==> src/rtl/acsu_pipe.sv <==
// Viterbi add-compare-select stage: one trellis step per accepted branch-metric vector,
// saturating adds, tie-to-p0 selection and MSB-clearing renormalisation of path metrics.
module acsu_pipe #(
    parameter int unsigned NUM_ST  = 4,
    parameter int unsigned BM_W    = 2,
    parameter int unsigned PM_W    = 8,
    parameter int unsigned INIT_PM = 64,
    parameter int unsigned ST_W    = $clog2(NUM_ST)
) (
    input  logic                     clk_i,
    input  logic                     rst_ni,
    input  logic                     start_i,
    input  logic                     valid_i,
    input  logic [2*NUM_ST*BM_W-1:0] bm_i,
    output logic                     valid_o,
    output logic [NUM_ST-1:0]        dec_bits_o,
    output logic [NUM_ST*PM_W-1:0]   pm_o,
    output logic [ST_W-1:0]          best_state_o,
    output logic                     norm_o
);
    localparam int unsigned HALF = NUM_ST / 2;

    typedef logic [NUM_ST-1:0][PM_W-1:0] pm_vec_t;

    pm_vec_t                       pm_q, pm_init, pm_in, pm_sel, pm_d;
    logic [NUM_ST-1:0][PM_W:0]     c0, c1;
    logic [2*NUM_ST-1:0][BM_W-1:0] bm;
    logic [NUM_ST-1:0]             dec_d, dec_q, msb;
    logic [ST_W-1:0]               best_d, best_q;
    logic                          norm_d, norm_q, valid_q;

    assign bm = bm_i;

    always_comb begin
        for (int s = 0; s < NUM_ST; s++) begin
            pm_init[s] = (s == 0) ? '0 : PM_W'(INIT_PM);
        end
    end

    // A start pulse coinciding with a step feeds the init vector straight into the adders.
    assign pm_in = start_i ? pm_init : pm_q;

    always_comb begin
        for (int s = 0; s < NUM_ST; s++) begin
            c0[s] = {1'b0, pm_in[2*(s%HALF)]}   + (PM_W+1)'(bm[2*s]);
            c1[s] = {1'b0, pm_in[2*(s%HALF)+1]} + (PM_W+1)'(bm[2*s+1]);
            if (c0[s][PM_W]) c0[s] = {1'b0, {PM_W{1'b1}}};
            if (c1[s][PM_W]) c1[s] = {1'b0, {PM_W{1'b1}}};
            if (c1[s] < c0[s]) begin
                pm_sel[s] = c1[s][PM_W-1:0];
                dec_d[s]  = 1'b1;
            end else begin
                pm_sel[s] = c0[s][PM_W-1:0];
                dec_d[s]  = 1'b0;
            end
            msb[s] = pm_sel[s][PM_W-1];
        end
    end

    assign norm_d = &msb;

    always_comb begin
        for (int s = 0; s < NUM_ST; s++) begin
            pm_d[s] = norm_d ? {1'b0, pm_sel[s][PM_W-2:0]} : pm_sel[s];
        end
    end

    // Strict less-than keeps the lowest index on ties.
    always_comb begin
        best_d = '0;
        for (int s = 1; s < NUM_ST; s++) begin
            if (pm_d[s] < pm_d[best_d]) best_d = ST_W'(s);
        end
    end

    always_ff @(posedge clk_i or negedge rst_ni) begin
        if (!rst_ni) begin
            for (int s = 0; s < NUM_ST; s++) begin
                pm_q[s] <= (s == 0) ? '0 : PM_W'(INIT_PM);
            end
            dec_q   <= '0;
            best_q  <= '0;
            norm_q  <= 1'b0;
            valid_q <= 1'b0;
        end else begin
            valid_q <= valid_i;
            if (valid_i) begin
                pm_q   <= pm_d;
                dec_q  <= dec_d;
                best_q <= best_d;
                norm_q <= norm_d;
            end else if (start_i) begin
                pm_q <= pm_init;
            end
        end
    end

    assign valid_o      = valid_q;
    assign dec_bits_o   = dec_q;
    assign pm_o         = pm_q;
    assign best_state_o = best_q;
    assign norm_o       = norm_q;

endmodule
==> config.mk <==
export PLATFORM = sky130hd
export DESIGN_NAME = acsu_pipe
export DESIGN_NICKNAME = d
export VERILOG_FILES = /design/src/rtl/acsu_pipe.sv
export SDC_FILE = /design/constraint.sdc
export NUM_CORES = 1
export LEC_CHECK = 0
export CAP_MARGIN = 20
export CORE_MARGIN = 2
export CORE_UTILIZATION = 47
export CTS_CLUSTER_SIZE = 16
export DETAILED_ROUTE_END_ITERATION = 7
export GPL_TIMING_DRIVEN = 1
export PLACE_DENSITY = 0.69
export SETUP_SLACK_MARGIN = 0.05
export SYNTH_ARGS = -nofsm -noshare
export SYNTH_HDL_FRONTEND = slang
export SYNTH_SLANG_ARGS = --single-unit
==> constraint.sdc <==
create_clock -name clk_i -period 12.5 [get_ports clk_i]
set_input_delay 2.5 -clock clk_i [delete_from_list [all_inputs] [get_ports clk_i]]
set_output_delay 2.5 -clock clk_i [all_outputs]
set_load 0.05 [all_outputs]
==> reports/qor.yml, run 1 <==
global_routing:
  grt_pass1_vias: 5143
  grt_pass1_wl_um: 27280
  grt_overflow: 0
  grt_max_degree: 51
  antenna_found_initial: 2
  grt_use_total_pct: 29.90
critical_path:
  critical_path_class: "input port to flop"
  critPathMaxStageDelay_ns: 0.66
  worst-endpoint-arrival_ns: 11.70
  cp_max_fo: 21
  worst_path_most_repeated_cell: "ha_1"
  path_buf_inv: 3
  cp_data_required_time_ns: 12.73
  cp-start-kind: "input port"
  critPathSlowestCell: "nor4_2"
  cp.depth: 40
  path_delay_family: "compound AO/OA/AOI/OAI gates"
  cp-end-kind: "flop"
  reg2reg_depth: 41
status:
  status: "finished clean"
floorplan:
  rows: 38
  die_height_um: 109.8
  die_width_um: 109.8
  ioPinCount: 60
  dieArea_mm2: 0.01206
  core_area_mm2: 0.01089
  initial_core_util_pct: 48.36
hold_path:
  min_path_type: "flop to flop"
  hold_depth: 2
clock_network:
  clock_latency_ns: 0.33
  cts_root_buf: "clkbuf_8"
  cts_setup_buffers: 0
  cts_buffers: 5
  clkTransAtPathRegs_ns: 0.09
  numClockSinks: 40
  cts_resized: 0
  cts.path.max_buffers: 2
  cts_max_level: 2
  cts_tree: "done"
  cts_hold_buf: 0
flow_run:
  cap_violations: 0
timing:
  setup_viol: 0
  finClkSkew_ns: 0.01665
  slew_violations: 0
  relSlewSlack_pct: 41.82
  worst_pin_slew_ns: 0.8718
  tns_ns: 0
  finalCritPeriodShare_pct: 91.83
  max_freq_ghz: 0.08711
  rsz0062_at_grt: "false"
  fin_crit_ns: 11.48
  hold_violations: 0
route:
  vias: 5350
  vias_per_cell: 6.080
  ant_nets: 0
  drt_iter0_drc: 457
  drt-total-wl_um: 17380
  drc: 0
  avgRoutedWirePerCell_um: 19.75
  dr.pass1.iters: 5
final_layout:
  drive_gt1_share_pct: 8.514
  nets: 821
  fillers: 1022
  stdcell_area_mm2: 0.006125
  synthToLayoutAreaGrowth_pct: 16.33
  layout_commonest_cell: "nand2_1"
  final_cell_mix: "nand2_1, nor2_1, ha_1"
  utilization_pct: 56.25
  antennaDiodeCount: 0
placement:
  gp_congestion: 0.9248
  hpwl_um: 13670
  placed_area_mm2: 0.005989
  portBuffers: 59
synth:
  yosysTopAreaCellShare_pct: 17.59
  ys_types: 70
  ys_seq_elements: 40
  synth_area_mm2: 0.005265
  async_reset_ff_share_pct: 100.0
  ys_seq_area_share_pct: 19.08
  synth_edf_count: 0
  netlist_instances: 688
  ys.flop_type: "dfrtp_1"
  synth_area_per_cell_um2: 7.653
  syn_nets: 770
  ys_top_cells_by_area: "dfrtp_1, ha_1, nand2_1"
  yosys.area.top_type: "dfrtp_1"
  yosysWarnings: 0
power:
  p_sw_share_pct: 55.20
  p_clk_share_pct: 6.0
  ir_worst_vdd_mv: 0.2653
  p_leak_nw: 2.694
  switchingPower_w: 0.001103
  p_total_w: 0.001998
  p_int_w: 0.0008952
  power_frac_comb_pct: 81.3
  p_per_area_mw_per_mm2: 326.2
  seqPwrFrac_pct: 12.7
## synth_stat cells, drive strengths merged, types with 11 or more instances
cell    number
a21o        11
a21oi       57
inv         30
dfrtp       37
nand3       16
nand2       78
nor3        18
ha          62
mux2i       25
mux2        20
nor2b       11
xnor2       14
o21ai       54
nand2b      22
clkbuf      19
nand4       12
nor2        76
## area by class of cell
cell class                      instances  area [µm²]  share of cell area, %
Multi-Input combinational cell        590        4026                  65.74
Sequential cell                        40        1005                  16.40
Timing Repair Buffer                   72       690.7                  11.28
Tap cell                              140       175.2                  2.860
Inverter                               30       112.6                  1.839
Clock buffer                            5       68.82                  1.124
Clock inverter                          3       46.29                 0.7559
## power by group through the flow
stage / Combinational (W) / Clock, W / Sequential, W
after floorplan: 0.00108 / 0 / 0.000371
after global placement: 0.00158 / 0 / 0.000253
after detailed placement: 0.00160 / 0 / 0.000254
after CTS: 0.00161 / 0.000122 / 0.000252
after global routing: 0.00179 / 0.000125 / 0.000263
final: 0.00162 / 0.000120 / 0.000254
## layer usage
| metal | wire [µm] | global-route usage, % |
|---|---|---|
| met5 | 27 | 0 |
| met4 | 299 | 7.052 |
| met3 | 1454 | 6.817 |
| met2 | 7583 | 44.79 |
| met1 | 8014 | 43.29 |
## per-stage QoR
step / instances / hold slack (ns) / worst slack, ns
floorplan: 688 / 0.6463 / 1.006
global placement: 871 / 0.4729 / 1.096
detailed placement: 871 / 0.4821 / 0.8466
CTS: 879 / 0.5085 / 1.176
global route: 880 / 0.5526 / 0.08575
finish: 880 / 0.4991 / 1.021
## sequential cells by signal, summed over array words and instances, names as in the netlist
register,count
best_state_o,2
dec_bits_o,4
norm_o,1
pm_o,32
valid_o,1
## worst paths after layout
check	startpoint	to	slack (ns)
hold reg to reg	dec_bits_o[0]	dec_bits_o[0]	0.50
min in group asynchronous	rst_ni	pm_o[27]	2.00
max in group asynchronous	rst_ni	pm_o[14]	10.00
hold / removal	dec_bits_o[0]	dec_bits_o[0]	0.50
setup / recovery	start_i	best_state_o[0]	1.02
setup reg to reg	pm_o[0]	best_state_o[0]	3.02
## cells by family (layout without fill, tap and decap cells)
logic type	after synthesis	count (layout)	synth area share (%)
compound gates	168	168	20.10
xor+xnor	23	23	3.826
fa+ha+maj	71	71	16.54
buf+inv	58	110	4.444
flops	40	40	19.08
mux	45	45	9.482
simple gates	283	283	26.52
## worst min-delay path: stages, from the launching register on
cell	delay, ns
dfrtp_1	0.35
nand2_1	0.05
o21ai_0	0.06
(Power assumes the default switching activity.)
==> inputs of run 2 (changes only) <==
Settings changed: CORE_ASPECT_RATIO set to 0.5.
==> reports/qor.yml, run 2 (same netlist as run 1, synthesis figures left out) <==
global_routing:
  grt_pass1_wl_um: 25590  # was 27280 µm
  antenna_found_initial: 0  # was 2
  grt_pass1_vias: 4930  # was 5143
  grt_max_degree: 52  # was 51
  grt_use_total_pct: 26.48  # was 29.90%
  grt_overflow: 0  # unchanged
final_layout:
  drive_gt1_share_pct: 7.629  # was 8.514%
  utilization_pct: 56.13  # was 56.25%
  largest_reg_flops: 32  # unchanged
  nets: 815  # was 821
  final_cell_mix: "nand2_1, nor2_1, ha_1"  # unchanged
  antennaDiodeCount: 0  # unchanged
  fillers: 1061  # was 1022
  layout_commonest_cell: "nand2_1"  # unchanged
  synthToLayoutAreaGrowth_pct: 16.68  # was 16.33%
floorplan:
  ioPinCount: 60  # unchanged
  rows: 27  # was 38
  initial_core_util_pct: 48.10  # was 48.36%
  die_width_um: 153.7  # was 109.8 µm
  core_area_mm2: 0.01095  # was 0.01089 mm²
  die_height_um: 78.84  # was 109.8 µm
  dieArea_mm2: 0.01212  # was 0.01206 mm²
clock_network:
  cts_tree: "done"  # unchanged
  cts_setup_buffers: 0  # unchanged
  clock_latency_ns: 0.29  # was 0.33 ns
  cts_hold_buf: 0  # unchanged
  clkTransAtPathRegs_ns: 0.07  # was 0.09 ns
  numClockSinks: 40  # unchanged
  cts_max_level: 2  # unchanged
  cts_root_buf: "clkbuf_16"  # was clkbuf_8
  cts_resized: 0  # unchanged
  cts.path.max_buffers: 2  # unchanged
  cts_buffers: 5  # unchanged
route:
  dr.pass1.iters: 5  # unchanged
  drc: 0  # unchanged
  drt-total-wl_um: 15910  # was 17380 µm
  ant_nets: 0  # unchanged
  drt_iter0_drc: 351  # was 457
  avgRoutedWirePerCell_um: 18.09  # was 19.75 µm
  vias_per_cell: 5.920  # was 6.080
  vias: 5204  # was 5350
critical_path:
  worst-endpoint-arrival_ns: 11.81  # was 11.70 ns
  cp-end-kind: "flop"  # unchanged
  worst_path_most_repeated_cell: "ha_1"  # unchanged
  cp_data_required_time_ns: 12.68  # was 12.73 ns
  cp_max_fo: 24  # was 21
  crit_start: "start_i"  # unchanged
  critPathMaxStageDelay_ns: 0.60  # was 0.66 ns
  r2r_start: "pm_o[0]"  # unchanged
  cp-start-kind: "input port"  # unchanged
  critical_path_class: "input port to flop"  # unchanged
  critPathSlowestCell: "o21ai_0"  # was nor4_2
timing:
  relSlewSlack_pct: 29.41  # was 41.82%
  finClkSkew_ns: 0.006719  # was 0.01665 ns
  tns_ns: 0  # unchanged
  hold_violations: 0  # unchanged
  worst_pin_slew_ns: 1.059  # was 0.8718 ns
  slew_violations: 0  # unchanged
  max_freq_ghz: 0.08596  # was 0.08711 GHz
  fin_crit_ns: 11.63  # was 11.48 ns
  setup_viol: 0  # unchanged
  finalCritPeriodShare_pct: 93.06  # was 91.83%
  rsz0062_at_grt: "false"  # unchanged
placement:
  portBuffers: 59  # unchanged
  gp_congestion: 0.9453  # was 0.9248
  hpwl_um: 12410  # was 13670 µm
hold_path:
  min_path_type: "flop to flop"  # unchanged
  worstHoldStart: "norm_o"  # was dec_bits_o[0]
status:
  status: "finished clean"  # unchanged
flow_run:
  cap_violations: 0  # unchanged
==> run 2: changes by cell type in the layout (fill, tap and decap cells not counted) <==
cell	previous run	this run
clkbuf_8	5	0
clkbuf_16	0	5
nor4_4	0	1
clkinv_2	0	1
nor4_2	1	0
clkbuf_1	0	1
inv_6	1	0
buf_4	12	6
clkinvlp_4	1	0
==> run 2: final timing paths <==
check                                   to  cells after the start  slack [ns]
max in group asynchronous         pm_o[30]                      2        9.87
min in group asynchronous          pm_o[9]                      1        2.08
min reg2reg                         norm_o                      2        0.49
max reg2reg                best_state_o[0]                     38        3.19
min                                 norm_o                      2        0.49
max                        best_state_o[0]                     39        0.87
==> run 2: area by class of cell <==
type / instances / area, µm² / share of cell area (%)
Multi-Input combinational cell: 590 / 4035 / 65.68
Sequential cell: 40 / 1005 / 16.35
Timing Repair Buffer: 66 / 645.6 / 10.51
Tap cell: 145 / 181.4 / 2.953
Clock buffer: 6 / 128.9 / 2.098
Inverter: 30 / 112.6 / 1.833
Clock inverter: 2 / 35.03 / 0.5703
==> run 2: critical path, delay by kind of cell <==
kind	cells	cell delay, ns
AND/OR/NAND/NOR	12	2.43
XOR/XNOR	1	0.15
multiplexers	3	0.86
adder cells (fa/ha/maj)	6	1.60
AO/OA/AOI/OAI	14	3.51
buffers and inverters	3	0.75
==> run 2: through the flow <==
step                std cells  setup WS (ns)  hold WS, ns  instance area [µm²]
finish                    879         0.8669       0.4944                 6143
global route              879         0.1484       0.5383                 6143
CTS                       878         0.9134       0.5012                 6115
detailed placement        870         0.6439       0.4849                 5951
global placement          870         0.7824       0.4712                 5951
floorplan                 688          1.006       0.6463                 5265
==> run 2: metal layers <==
metal  routed length [µm]  global-route usage, %  vias to the layer above
met5                    0                      0                        -
li1                     -                      -                     2562
met3                 1163                  4.094                       20
met2                 6966                  41.82                      191
met1                 7577                  38.36                     2431
met4                  198                  5.596                        0
Power of run 2 is left out: the tool's default activity adds up to more than one toggle a clock period on the data nets, which glitch-free logic cannot reach.
==> inputs of run 3 (changes only) <==
Settings changed: CTS_BUF_LIST set to sky130_fd_sc_hd__clkbuf_16.
==> reports/qor.yml, run 3 (same netlist as run 1, synthesis figures left out) <==
critical_path:
  cp-start-kind: "input port"  # unchanged
  worst-endpoint-arrival_ns: 11.81  # about the same
  reg2reg_depth: 38  # unchanged
  crit_start: "start_i"  # unchanged
  path_delay_family: "compound AO/OA/AOI/OAI gates"  # unchanged
  cp_data_required_time_ns: 12.68  # about the same
  rrSetupSlack_ns: 3.19  # about the same
  critical_path_class: "input port to flop"  # unchanged
  cp-end-kind: "flop"  # unchanged
  critPathMaxStageDelay_ns: 0.60  # about the same
  critPathSlowestCell: "o21ai_0"  # unchanged
  worst_path_most_repeated_cell: "ha_1"  # unchanged
  cp.depth: 39  # unchanged
  r2r_start: "pm_o[0]"  # unchanged
  crit_end: "best_state_o[0]"  # unchanged
  worstReg2RegEnd: "best_state_o[0]"  # unchanged
  cp_max_fo: 24  # unchanged
  path_buf_inv: 3  # unchanged
floorplan:
  rows: 27  # unchanged
  die_width_um: 153.7  # unchanged
  core_area_mm2: 0.01095  # unchanged
  ioPinCount: 60  # unchanged
  die_height_um: 78.84  # unchanged
  dieArea_mm2: 0.01212  # unchanged
  initial_core_util_pct: 48.10  # unchanged
timing:
  setup_viol: 0  # unchanged
  rsz0062_at_grt: "false"  # unchanged
  slew_violations: 0  # unchanged
  fin_ws_ns: 0.8669  # unchanged
  relSlewSlack_pct: 29.41  # unchanged
  hold_violations: 0  # unchanged
  finClkSkew_ns: 0.006509  # was 0.006719 ns
  max_freq_ghz: 0.08596  # unchanged
  worst_pin_slew_ns: 1.059  # unchanged
  finalCritPeriodShare_pct: 93.06  # unchanged
  tns_ns: 0  # unchanged
  fin_crit_ns: 11.63  # unchanged
clock_network:
  cts_hold_buf: 0  # unchanged
  cts_max_level: 2  # unchanged
  cts.path.max_buffers: 2  # unchanged
  clkTransAtPathRegs_ns: 0.07  # about the same
  cts_buffers: 5  # unchanged
  cts_resized: 0  # unchanged
  numClockSinks: 40  # unchanged
  cts_root_buf: "clkbuf_16"  # unchanged
  clock_latency_ns: 0.29  # about the same
  cts_tree: "done"  # unchanged
  cts_setup_buffers: 0  # unchanged
route:
  vias_per_cell: 5.923  # was 5.920
  ant_nets: 0  # unchanged
  vias: 5206  # was 5204
  drt-total-wl_um: 15910  # about the same
  drt_iter0_drc: 351  # unchanged
  drc: 0  # unchanged
  avgRoutedWirePerCell_um: 18.10  # was 18.09 µm
  dr.pass1.iters: 5  # unchanged
placement:
  gp_congestion: 0.9453  # unchanged
  hpwl_um: 12410  # unchanged
  place_ws_ns: 0.6439  # unchanged
  portBuffers: 59  # unchanged
  placed_area_mm2: 0.005951  # unchanged
global_routing:
  grt_overflow: 0  # unchanged
  grt_max_degree: 52  # unchanged
  grt_pass1_vias: 4930  # unchanged
  grt_use_total_pct: 26.48  # unchanged
  antenna_found_initial: 0  # unchanged
  grt_pass1_wl_um: 25590  # unchanged
final_layout:
  final_cell_mix: "nand2_1, nor2_1, ha_1"  # unchanged
  layout_commonest_cell: "nand2_1"  # unchanged
  antennaDiodeCount: 0  # unchanged
  stdcell_area_mm2: 0.006143  # unchanged
  largest_reg_flops: 32  # unchanged
  utilization_pct: 56.13  # unchanged
  nets: 815  # unchanged
  synthToLayoutAreaGrowth_pct: 16.68  # unchanged
  drive_gt1_share_pct: 7.629  # unchanged
flow_run:
  cap_violations: 0  # unchanged
status:
  status: "finished clean"  # unchanged
hold_path:
  min_path_type: "flop to flop"  # unchanged
-- run 3: how the worst min path moves through the flow --
stage,startpoint,endpoint,slack (ns),depth (start not counted)
3_3_place_gp,norm_o,norm_o,0.47,2
6_report,norm_o,norm_o,0.49,2
5_1_grt,norm_o,norm_o,0.54,2
4_1_cts,norm_o,norm_o,0.50,2
2_1_floorplan,pm_o[14],pm_o[14],0.65,2
3_5_place_dp,norm_o,norm_o,0.48,2
-- run 3: per-layer routing --
layer | track usage, % | vias up | part of all wire, %
met1 | 38.36 | 2433 | 48
met2 | 41.82 | 191 | 44
li1 | - | 2562 | -
met5 | 0 | - | 0
met4 | 5.596 | 0 | 1.2
met3 | 4.094 | 20 | 7.3
-- run 3: stage by stage --
| step | hold slack, ns | instances |
|---|---|---|
| after global routing | 0.5383 | 879 |
| after global placement | 0.4712 | 870 |
| after floorplan | 0.6463 | 688 |
| final | 0.4944 | 879 |
| after CTS | 0.5012 | 878 |
| after detailed placement | 0.4849 | 870 |
-- run 3: worst reg2reg max path, delay by kind of cell (launching register included) --
kind,cells,cell delay (ns)
AO/OA/AOI/OAI,14,3.15
AND/OR/NAND/NOR,14,2.87
adder cells (fa/ha/maj),7,1.97
multiplexers,3,0.86
flip-flops,1,0.35
-- run 3: final cells by class --
class | instances | area, µm²
Clock buffer | 5 | 125.1
Clock inverter | 3 | 38.79
Fill cell | 1061 | 4802
Inverter | 30 | 112.6
Multi-Input combinational cell | 590 | 4035
Sequential cell | 40 | 1005
Tap cell | 145 | 181.4
Timing Repair Buffer | 66 | 645.6
Power of run 3 is left out for the same reason.
